<file path="src/rtl/emif_input_loader_if.sv">
`default_nettype none
// ============================================================================
//  Module      : emif_input_loader_if
//  Description : Bundles the control handshake, the EMIF read bus and the
//                input-buffer write port of emif_input_loader.
//                slave  : the loader's own view (it receives start, drives
//                         the EMIF address and the buffer port).
//                master : the surrounding system's view (layer FSM, EMIF
//                         model, buffer bank).
//  Signals     : start, src_base, dst_base, num_words   (request)
//                busy, done                             (status)
//                emif_address, emif_dataout, emif_wen   (EMIF read bus)
//                buf_portaaddr, buf_portadatain,
//                buf_portawe                            (buffer RW port)
//  Revision    : 1.0  initial release
// ============================================================================
interface emif_input_loader_if #(
    parameter int EMIF_ADDR_WIDTH = 14,
    parameter int EMIF_DATA_WIDTH = 128,
    parameter int BUF_ADDR_WIDTH  = 8,
    parameter int BUF_DATA_WIDTH  = 16
);
    logic                       start;
    logic [EMIF_ADDR_WIDTH-1:0] src_base;
    logic [BUF_ADDR_WIDTH-1:0]  dst_base;
    logic [EMIF_ADDR_WIDTH:0]   num_words;
    logic                       busy;
    logic                       done;
    logic [EMIF_ADDR_WIDTH-1:0] emif_address;
    logic [EMIF_DATA_WIDTH-1:0] emif_dataout;
    logic                       emif_wen;
    logic [BUF_ADDR_WIDTH-1:0]  buf_portaaddr;
    logic [BUF_DATA_WIDTH-1:0]  buf_portadatain;
    logic                       buf_portawe;

    modport master (
        output start, src_base, dst_base, num_words, emif_dataout,
        input  busy, done, emif_address, emif_wen,
               buf_portaaddr, buf_portadatain, buf_portawe
    );

    modport slave (
        input  start, src_base, dst_base, num_words, emif_dataout,
        output busy, done, emif_address, emif_wen,
               buf_portaaddr, buf_portadatain, buf_portawe
    );
endinterface
`default_nettype wire

</file>
<file path="src/rtl/emif_input_loader.sv">
`default_nettype none
// ============================================================================
//  Module      : emif_input_loader
//  Description : On start, reads num_words wide words from the EMIF starting
//                at src_base, splits each into LANES narrow lanes (lane 0 =
//                LSBs) and writes them one per cycle into the input buffer
//                starting at dst_base. Both addresses wrap silently.
//  Ports       : clk   - single clock, all state on posedge
//                reset - asynchronous active-low reset
//                bus   - emif_input_loader_if.slave (request, status,
//                        EMIF read bus, buffer write port)
//  Revision    : 1.0  initial release
// ============================================================================
module emif_input_loader #(
    parameter int EMIF_ADDR_WIDTH = 14,
    parameter int EMIF_DATA_WIDTH = 128,
    parameter int BUF_ADDR_WIDTH  = 8,
    parameter int BUF_DATA_WIDTH  = 16
) (
    input  wire logic            clk,
    input  wire logic            reset,
    emif_input_loader_if.slave   bus
);
    localparam int c_LANES  = EMIF_DATA_WIDTH / BUF_DATA_WIDTH;
    localparam int c_LANE_W = (c_LANES > 1) ? $clog2(c_LANES) : 1;
    localparam logic [c_LANE_W-1:0] c_LAST_LANE = c_LANE_W'(c_LANES - 1);

    localparam logic [1:0] c_IDLE   = 2'd0;
    localparam logic [1:0] c_FETCH  = 2'd1;
    localparam logic [1:0] c_UNPACK = 2'd2;
    localparam logic [1:0] c_FIN    = 2'd3;

    logic [1:0]                 r_state;
    logic [BUF_ADDR_WIDTH-1:0]  r_dst;
    logic [EMIF_ADDR_WIDTH:0]   r_words_left;
    logic [c_LANE_W-1:0]        r_lane;
    // Holds the lanes of the current word not yet written; shifted right
    // by one lane per write so the next lane is always in the LSBs.
    logic [EMIF_DATA_WIDTH-1:0] r_word;

    // The loader only ever reads the EMIF.
    assign bus.emif_wen = 1'b0;

    always_ff @(posedge clk or negedge reset) begin
        if (!reset) begin
            r_state             <= c_IDLE;
            r_dst               <= '0;
            r_words_left        <= '0;
            r_lane              <= '0;
            r_word              <= '0;
            bus.busy            <= 1'b0;
            bus.done            <= 1'b0;
            bus.emif_address    <= '0;
            bus.buf_portaaddr   <= '0;
            bus.buf_portadatain <= '0;
            bus.buf_portawe     <= 1'b0;
        end else begin
            // done and the write strobe are single-cycle unless re-asserted.
            bus.done        <= 1'b0;
            bus.buf_portawe <= 1'b0;

            case (r_state)
                c_IDLE: begin
                    if (bus.start) begin
                        r_dst            <= bus.dst_base;
                        r_words_left     <= bus.num_words;
                        // emif_address doubles as the source pointer, so the
                        // first word is already addressed during FETCH.
                        bus.emif_address <= bus.src_base;
                        if (bus.num_words == '0) begin
                            r_state  <= c_FIN;
                            bus.done <= 1'b1;
                        end else begin
                            r_state  <= c_FETCH;
                            bus.busy <= 1'b1;
                        end
                    end
                end

                c_FETCH: begin
                    // Lane 0 goes straight to the port; the rest are parked.
                    r_word              <= bus.emif_dataout >> BUF_DATA_WIDTH;
                    bus.buf_portadatain <= bus.emif_dataout[BUF_DATA_WIDTH-1:0];
                    bus.buf_portawe     <= 1'b1;
                    bus.buf_portaaddr   <= r_dst;
                    r_dst               <= r_dst + BUF_ADDR_WIDTH'(1);
                    bus.emif_address    <= bus.emif_address + EMIF_ADDR_WIDTH'(1);
                    r_lane              <= '0;
                    r_state             <= c_UNPACK;
                end

                c_UNPACK: begin
                    if (r_lane == c_LAST_LANE) begin
                        if (r_words_left == (EMIF_ADDR_WIDTH+1)'(1)) begin
                            r_state  <= c_FIN;
                            bus.busy <= 1'b0;
                            bus.done <= 1'b1;
                        end else begin
                            r_state <= c_FETCH;
                        end
                        r_words_left <= r_words_left - (EMIF_ADDR_WIDTH+1)'(1);
                    end else begin
                        r_lane              <= r_lane + c_LANE_W'(1);
                        bus.buf_portadatain <= r_word[BUF_DATA_WIDTH-1:0];
                        r_word              <= r_word >> BUF_DATA_WIDTH;
                        bus.buf_portawe     <= 1'b1;
                        bus.buf_portaaddr   <= r_dst;
                        r_dst               <= r_dst + BUF_ADDR_WIDTH'(1);
                    end
                end

                c_FIN: begin
                    r_state <= c_IDLE;
                end

                default: begin
                    r_state <= c_IDLE;
                end
            endcase
        end
    end
endmodule
`default_nettype wire

</file>
<file path="src/flat_wrapper.sv">
// flat-port wrapper written by rule: the top's interface ports become plain ports
module emif_input_loader_flat 
#(
    parameter int EMIF_ADDR_WIDTH = 14,
    parameter int EMIF_DATA_WIDTH = 128,
    parameter int BUF_ADDR_WIDTH  = 8,
    parameter int BUF_DATA_WIDTH  = 16
)
  (clk, reset, bus_start, bus_src_base, bus_dst_base, bus_num_words, bus_emif_dataout, bus_busy, bus_done, bus_emif_address, bus_emif_wen, bus_buf_portaaddr, bus_buf_portadatain, bus_buf_portawe);
  emif_input_loader_if #(.EMIF_ADDR_WIDTH(EMIF_ADDR_WIDTH), .EMIF_DATA_WIDTH(EMIF_DATA_WIDTH), .BUF_ADDR_WIDTH(BUF_ADDR_WIDTH), .BUF_DATA_WIDTH(BUF_DATA_WIDTH)) bus_i ();
  input  wire logic clk;
  input  wire logic reset;
  input wire logic [$bits(bus_i.start)-1:0] bus_start;
  input wire logic [$bits(bus_i.src_base)-1:0] bus_src_base;
  input wire logic [$bits(bus_i.dst_base)-1:0] bus_dst_base;
  input wire logic [$bits(bus_i.num_words)-1:0] bus_num_words;
  input wire logic [$bits(bus_i.emif_dataout)-1:0] bus_emif_dataout;
  output wire logic [$bits(bus_i.busy)-1:0] bus_busy;
  output wire logic [$bits(bus_i.done)-1:0] bus_done;
  output wire logic [$bits(bus_i.emif_address)-1:0] bus_emif_address;
  output wire logic [$bits(bus_i.emif_wen)-1:0] bus_emif_wen;
  output wire logic [$bits(bus_i.buf_portaaddr)-1:0] bus_buf_portaaddr;
  output wire logic [$bits(bus_i.buf_portadatain)-1:0] bus_buf_portadatain;
  output wire logic [$bits(bus_i.buf_portawe)-1:0] bus_buf_portawe;
  assign bus_i.start = bus_start;
  assign bus_i.src_base = bus_src_base;
  assign bus_i.dst_base = bus_dst_base;
  assign bus_i.num_words = bus_num_words;
  assign bus_i.emif_dataout = bus_emif_dataout;
  assign bus_busy = bus_i.busy;
  assign bus_done = bus_i.done;
  assign bus_emif_address = bus_i.emif_address;
  assign bus_emif_wen = bus_i.emif_wen;
  assign bus_buf_portaaddr = bus_i.buf_portaaddr;
  assign bus_buf_portadatain = bus_i.buf_portadatain;
  assign bus_buf_portawe = bus_i.buf_portawe;
  emif_input_loader #(.EMIF_ADDR_WIDTH(EMIF_ADDR_WIDTH), .EMIF_DATA_WIDTH(EMIF_DATA_WIDTH), .BUF_ADDR_WIDTH(BUF_ADDR_WIDTH), .BUF_DATA_WIDTH(BUF_DATA_WIDTH)) u_core (.clk(clk), .reset(reset), .bus(bus_i));
endmodule
</file>
<file path="config.mk">
export PLATFORM = sky130hd
export DESIGN_NAME = emif_input_loader_flat
export DESIGN_NICKNAME = d
export VERILOG_FILES = /design/src/rtl/emif_input_loader_if.sv /design/src/rtl/emif_input_loader.sv /design/src/flat_wrapper.sv
export SDC_FILE = /design/constraint.sdc
export NUM_CORES = 1
export LEC_CHECK = 0
export ABC_AREA = 1
export BUFFER_PORTS_ARGS = -buffer_cell sky130_fd_sc_hd__buf_2
export CAP_MARGIN = 20
export CORE_MARGIN = 2
export CORE_UTILIZATION = 32
export CTS_CLUSTER_SIZE = 28
export DETAILED_ROUTE_END_ITERATION = 8
export MAX_ROUTING_LAYER = met4
export PLACE_DENSITY_LB_ADDON = 0.12
export SETUP_SLACK_MARGIN = 0.4
export SKIP_LAST_GASP = 1
export SLEW_MARGIN = 30
export SYNTH_ARGS = -nofsm -noshare
export SYNTH_HDL_FRONTEND = slang
export SYNTH_SLANG_ARGS = --single-unit
</file>
<file path="constraint.sdc">
create_clock -name clk -period 1.5 [get_ports clk]
set_input_delay 0 -clock clk [delete_from_list [all_inputs] [get_ports clk]]
set_output_delay 0 -clock clk [all_outputs]
set_load 0.01 [all_outputs]
</file>
==> implementation parameters, run 1 <==
Parameter                              Value

Run status
  Run status    finished with violations
  Violations in the final reports    setup timing

Cells and area
  Final Util    52.4%
  Post-route insts no fill    2019
  Fraction of layout instances using a drive strength above 1    29.1%
  Net count reported at finish    1807
  Diode count    0
  Area growth, synth to finish    61.0%
  Number of fill cells    between 2000 and 3000
  Final std cell area, no fill    14600 um2

Detailed routing
  Vias after detailed routing    9527
  Number of DRC markers in iteration 0    571
  Total detailed-routing wirelength    30500 um
  Final routed DRC violation total    0
  Vias per inst    ~4.7
  Number of detailed-route iterations in the first pass    5
  Routed Antenna Nets    0
  Post-detailed-route wirelength per cell    between 15 and 20 um

STA
  Crit share post-route    109%
  Total negative slack    -11.99 ns
  Number of pins exceeding their max-slew limit in the final report    0
  FMAX    about 0.61 GHz
  Final count of hold timing violations    0
  Largest clock skew in the final design    0.0183 ns
  Setup repair after global routing missed its margin    yes
  Worst-case setup margin in the final layout    -0.130 ns
  Tmin final    1.63 ns
  Setup-violating endpoint count in the final report    ~170

Synthesis
  Nets in the synthesized netlist    approximately 1400
  Total of flip-flops plus latches after synthesis    ~180
  Cell count after synthesis    1191
  Count of distinct cell types in the synthesized netlist    30
  Cell area after technology mapping    9040 um2
  Avg Synthesized Cell Area    7.59 um2
  Sequential-to-total area share from yosys stat    roughly 50%
  Syn. warnings    0

Hold path
  Class of the worst hold path    primary input to flop

Setup path
  Critical path data required time    1.85 ns
  Kind of capture point of the worst setup path    flop
  Crit path DAT    1.98 ns
  CP max FO    9
  Critical path type    flop to flop
  Nature of the critical path startpoint    flop

Clock tree
  Clk pin slew, worst setup/hold paths    ~0.070 ns
  CTS tree    done
  Total number of clock tree sinks    181
  H-tree lvl count    4
  Clock insertion delay at the later pin of the skew report    between 0.4 and 0.5 ns
  Buffer depth of the longest clock path    2
  Root Buffer    sky130_fd_sc_hd__clkbuf_16
  TritonCTS Buffers    17

Pwr
  Cell area power density    712 nW/um2
  Worst-case vdd ir drop    around 0.00051 V
  Leakage dissipation    ~7.1 nW
  Total power    10.4 mW

Flow run
  Count of maximum capacitance violations    0

Global route
  GRT overflow    0
  Largest net degree at the start of global routing    51
  Via count of the first global-routing pass    approximately 9000
  Global-route wire length before repair    47100 um
  GRT Total Usage    20.7%
  Antenna violations before repair    0

Place
  DP Cell Count    1774
  RePlAce Congestion    0.836
  Post-detail-place hpwl    19100 um
  Post-detailed-placement cell area    roughly 11000 um2
  Buffers on Ports    208

Floorplanning
  Number of cell rows    61
  Core Footprint    approximately 28000 um2
  Die width    172 um
  Die boundary height    approximately 170 um
  Top-Level Pins    210
  Area enclosed by the die boundary    29600 um2
  Initial core utilization    32.6%
## cell usage in the layout (no fill, tap or decap), drive strengths merged
cell and instances:
o211ai 2, buf 308, bufbuf 2, clkinv 5, o21a 1, nand2 429
or2 1, nand4 4, nor2 199, inv 59, dfrtp 181, clkinvlp 4
dlygate4sd3 166, o21ai 42, a31oi 114, nor3 2, a22oi 1, a21oi 21
o22ai 2, ha 11, xor2 3, nand3 58, conb 1, clkbuf 25
## critical path, stage by stage, from the launching register on
cell	delay [ns]
sky130_fd_sc_hd__dfrtp_1	0.39
sky130_fd_sc_hd__ha_2	0.20
sky130_fd_sc_hd__ha_4	0.16
sky130_fd_sc_hd__inv_4	0.07
sky130_fd_sc_hd__nand2_8	0.07
sky130_fd_sc_hd__nand2_8	0.10
sky130_fd_sc_hd__buf_12	0.18
sky130_fd_sc_hd__clkbuf_16	0.19
sky130_fd_sc_hd__nor2_2	0.03
sky130_fd_sc_hd__a31oi_1	0.14
## logic make-up after synthesis
family / Yosys count / synth area share [%]
AO/OA/AOI/OAI: 183 / 12.2
XOR/XNOR: 3 / 0.291
adder cells (fa/ha/maj): 11 / 1.52
buffers and inverters: 119 / 6.02
flip-flops: 181 / 50.1
other: 1 / 0.0415
AND/OR/NAND/NOR: 693 / 29.9
## through the flow
step	hold WS, ns	worst slack (ns)
floorplan	-0.296	0.0431
global placement	-0.0127	-0.246
detailed placement	-0.00381	-0.332
CTS	0.0116	-0.117
global route	0.0628	-0.201
finish	0.0178	-0.130
## Yosys cell counts (all sizes together)
master	instances	share of area (%)
a31oi	114	7.9
buf	55	3.4
a22oi	1	0.083
clkbuf	14	0.58
nand3	58	3.2
nor3	2	0.11
nor2	199	8.3
o21ai	42	2.4
dfrtp	181	50
or2	1	0.069
conb	1	0.041
o21a	1	0.083
nand2	429	18
o211ai	2	0.32
o22ai	2	0.14
ha	11	1.5
nand4	4	0.28
a21oi	21	1.3
inv	50	2.1
xor2	3	0.29
## sequential cells by signal, indices dropped and copies added (netlist names), 2 cells and up
register                    cells
u_core.bus.buf_portaaddr        8
u_core.bus.buf_portadatain     16
u_core.bus.emif_address        14
u_core.r_dst                    8
u_core.r_lane                   3
u_core.r_state                  2
u_core.r_word                 112
u_core.r_words_left            15
## per-layer routing
| metal | global-route usage, % | vias to the layer above | part of all wire [%] |
|---|---|---|---|
| met2 | 33.8 | 219 | 49 |
| li1 | - | 4767 | - |
| met1 | 27.2 | 4509 | 47 |
| met4 | 5.48 | 0 | 1.5 |
| met3 | 2.66 | 32 | 3.4 |
| met5 | - | - | 0 |
## final timing paths
path                                                start                                  end  slack, ns  cells after the start
min in group asynchronous                           reset  u_core.r_words_left[13]$_DFFE_PN0P_       0.08                      2
hold reg to reg            u_core.r_word[108]$_DFFE_PN0P_       u_core.r_word[108]$_DFFE_PN0P_       0.48                      2
setup reg to reg             u_core.r_lane[1]$_DFFE_PN0P_        u_core.r_word[65]$_DFFE_PN0P_      -0.13                      9
setup / recovery             u_core.r_lane[1]$_DFFE_PN0P_        u_core.r_word[65]$_DFFE_PN0P_      -0.13                      9
hold / removal                           bus_num_words[7]   u_core.r_words_left[7]$_DFFE_PN0P_       0.02                      5
max in group asynchronous                           reset         u_core.r_lane[1]$_DFFE_PN0P_       0.77                      3
## layout make-up
| class | count | area [um2] | area share (%) |
|---|---|---|---|
| multi-input combinational | 891 | 4550 | 31.3 |
| sequential | 181 | 4530 | 31.1 |
| timing repair buffer | 483 | 4150 | 28.5 |
| tap | 378 | 473 | 3.25 |
| clock buffer | 18 | 429 | 2.95 |
| inverter | 50 | 223 | 1.53 |
| clock inverter | 14 | 139 | 0.954 |
| timing repair inverter | 4 | 63.8 | 0.438 |
## power breakdown
group	switching, mW	total (mW)	leakage [nW]	internal (mW)
logic	0.350	0.886	4.66	0.536
registers	0.0714	5.05	2.22	4.98
clock network	2.21	4.42	0.273	2.21
## timing repair
item,CTS,global route
buffers inserted,18,13
endpoints found under the setup margin,181,184
gates cloned,8,8
pin swaps,12,14
resized for setup,76,136
hold buffers,166,0
endpoints found under the hold margin,346,0
(Power assumes the default switching activity.)
==> run 2: changes to the inputs <==
==> constraint.sdc (replaced) <==
create_clock -name clk -period 1.9 [get_ports clk]
set_input_delay 0.095 -clock clk [delete_from_list [all_inputs] [get_ports clk]]
set_output_delay 0.095 -clock clk [all_outputs]
set_load 0.01 [all_outputs]
==> implementation parameters, run 2 (synthesis gave the netlist of run 1 again) <==
Parameter                              Value

Detailed routing
  Vias after detailed routing    9498
  Post-detailed-route wirelength per cell    16.0 um
  Number of DRC markers in iteration 0    540
  Final routed DRC violation total    0
  Number of detailed-route iterations in the first pass    4
  Routed Antenna Nets    0
  Total detailed-routing wirelength    about 32000 um
  Vias per inst    4.76

Setup path
  CP max FO    5
  Kind of capture point of the worst setup path    flop
  Crit path DAT    between 2 and 2.5 ns
  Nature of the critical path startpoint    flop
  Logic depth of the worst register-to-register path    9
  Worst flop-to-flop path startpoint    u_core.r_state[1]$_DFFE_PN0P_
  Critical path data required time    approximately 2.3 ns
  Reg2reg end    u_core.r_word[34]$_DFFE_PN0P_
  Launch point of the critical path    u_core.r_state[1]$_DFFE_PN0P_
  Critical path type    flop to flop
  CP max-delay cell    sky130_fd_sc_hd__dfrtp_2
  Delay of the slowest cell on the worst path    0.46 ns
  Dominant cell type by count on the critical path    sky130_fd_sc_hd__buf_12
  Critical path cell sequence    ha_4, buf_12, nand2_8, nand2_8, buf_12, buf_12, buf_12, buf_16, a31oi_1
  Reg2Reg Setup Slack    0.19 ns

Clock tree
  Total number of clock tree sinks    181
  CTS tree    done
  Clk pin slew, worst setup/hold paths    0.07 ns
  Root Buffer    sky130_fd_sc_hd__clkbuf_16
  Clock insertion delay at the later pin of the skew report    0.44 ns
  TritonCTS Buffers    17
  H-tree lvl count    4
  Buffer depth of the longest clock path    2

Cells and area
  Area taken by multi-input logic gates    4640 um2
  Commonest cells after routing, fill and taps aside    412 x sky130_fd_sc_hd__nand2_1, 208 x sky130_fd_sc_hd__buf_2, 180 x sky130_fd_sc_hd__dfrtp_1
  Net count reported at finish    1783
  Final Util    a little over half
  Most frequent standard cell in the layout excluding fill and tap cells    sky130_fd_sc_hd__nand2_1
  Number of fill cells    ~2600
  Storage element area    4530 um2
  Fraction of layout instances using a drive strength above 1    27.7%
  Area growth, synth to finish    63.2%
  Diode count    0
  Top Registers    u_core.r_word: 112 flops, u_core.bus.buf_portadatain: 16 flops, u_core.r_words_left: 15 flops
  Largest register FFs    roughly 110
  Register with the highest flop count    u_core.r_word

STA
  Total negative slack    0 ns
  Final count of hold timing violations    0
  Tmin final    1.71 ns
  Setup-violating endpoint count in the final report    0
  Largest clock skew in the final design    0.0177 ns
  Number of pins exceeding their max-slew limit in the final report    0
  FMAX    around 0.6 GHz
  Crit share post-route    90.1%
  Setup repair after global routing missed its margin    yes

Hold path
  Class of the worst hold path    primary input to flop
  Start point of the worst min-delay path    bus_num_words[5]
  Hold Path Sink    u_core.r_words_left[5]$_DFFE_PN0P_
  Hold path depth    5

Place
  Post-detail-place hpwl    18200 um
  RePlAce Congestion    0.839
  Buffers on Ports    208

Global route
  Global-route wire length before repair    48300 um
  Antenna violations before repair    0
  Via count of the first global-routing pass    9096
  Largest net degree at the start of global routing    102
  GRT overflow    0
  GRT Total Usage    a little over a fifth

Pwr
  Cell area power density    564 nW/um2
  Worst-case vdd ir drop    0.000432 V
  Leakage dissipation    6.98 nW

Floorplanning
  Number of cell rows    61
  Core Footprint    27800 um2
  Die boundary height    172 um
  Top-Level Pins    210
  Initial core utilization    32.6%
  Area enclosed by the die boundary    ~30000 um2
  Die width    172 um

Run status
  Run status    finished, final reports clean

Flow run
  Count of maximum capacitance violations    0
## run 2: report_power, final
part,total [mW],internal (mW),switching (mW)
logic,0.684,0.411,0.273
registers,3.99,3.93,0.0588
clock network,3.65,1.87,1.78
## run 2: how the worst max path moves through the flow
stage	to	depth (start not counted)
after floorplan	u_core.r_word[90]$_DFFE_PN0P_	8
after global placement	u_core.bus.buf_portaaddr[4]$_DFFE_PN0P_	8
after detailed placement	u_core.bus.buf_portaaddr[4]$_DFFE_PN0P_	8
after CTS	u_core.r_word[3]$_DFFE_PN0P_	10
after global routing	u_core.r_word[34]$_DFFE_PN0P_	10
final	u_core.r_word[34]$_DFFE_PN0P_	9
## run 2: worst max-delay path: cells and delay by family, from the launching register on
family | cells | cell delay, ns
AND/OR/NAND/NOR | 2 | 0.13
flip-flops | 1 | 0.46
buffers and inverters | 5 | 0.65
AO/OA/AOI/OAI | 1 | 0.16
adder cells (fa/ha/maj) | 1 | 0.21
## run 2: area by class of cell
type | count | area share (%)
timing repair inverter | 1 | 0.0763
tap | 378 | 3.20
inverter | 50 | 1.55
clock buffer | 17 | 2.88
timing repair buffer | 460 | 29.1
clock inverter | 14 | 1.14
multi-input combinational | 893 | 31.4
sequential | 181 | 30.7
## run 2: what timing repair did
item                                    in CTS  in global routing
setup buffers                               37                  9
gates resized for setup                     63                136
pin swaps                                    5                 26
hold buffers                               152                  0
cloned                                      17                 12
endpoints found under the setup margin     180                179
endpoints found under the hold margin      193                  0
## run 2: through the flow
| step | instances | setup WS (ns) | hold WS (ns) | power (mW) | area [um2] |
|---|---|---|---|---|---|
| final | 1994 | 0.189 | 0.00675 | 8.33 | 14800 |
| after detailed placement | 1736 | 0.00345 | 0.102 | 4.49 | 10600 |
| after global routing | 1994 | 0.120 | 0.00906 | 8.64 | 14800 |
| after floorplan | 1191 | 0.394 | -0.201 | 4.14 | 9170 |
| after CTS | 1973 | 0.242 | 0.00498 | 8.38 | 13800 |
| after global placement | 1736 | 0.103 | 0.0968 | 4.49 | 10600 |
## run 2: routing by layer
metal,up-vias,GRT usage [%],share of wire [%]
met2,213,34.3,48
met4,0,5.81,1.8
met1,4520,28.7,47
met5,-,-,0
li1,4726,-,-
met3,39,3.27,3.3
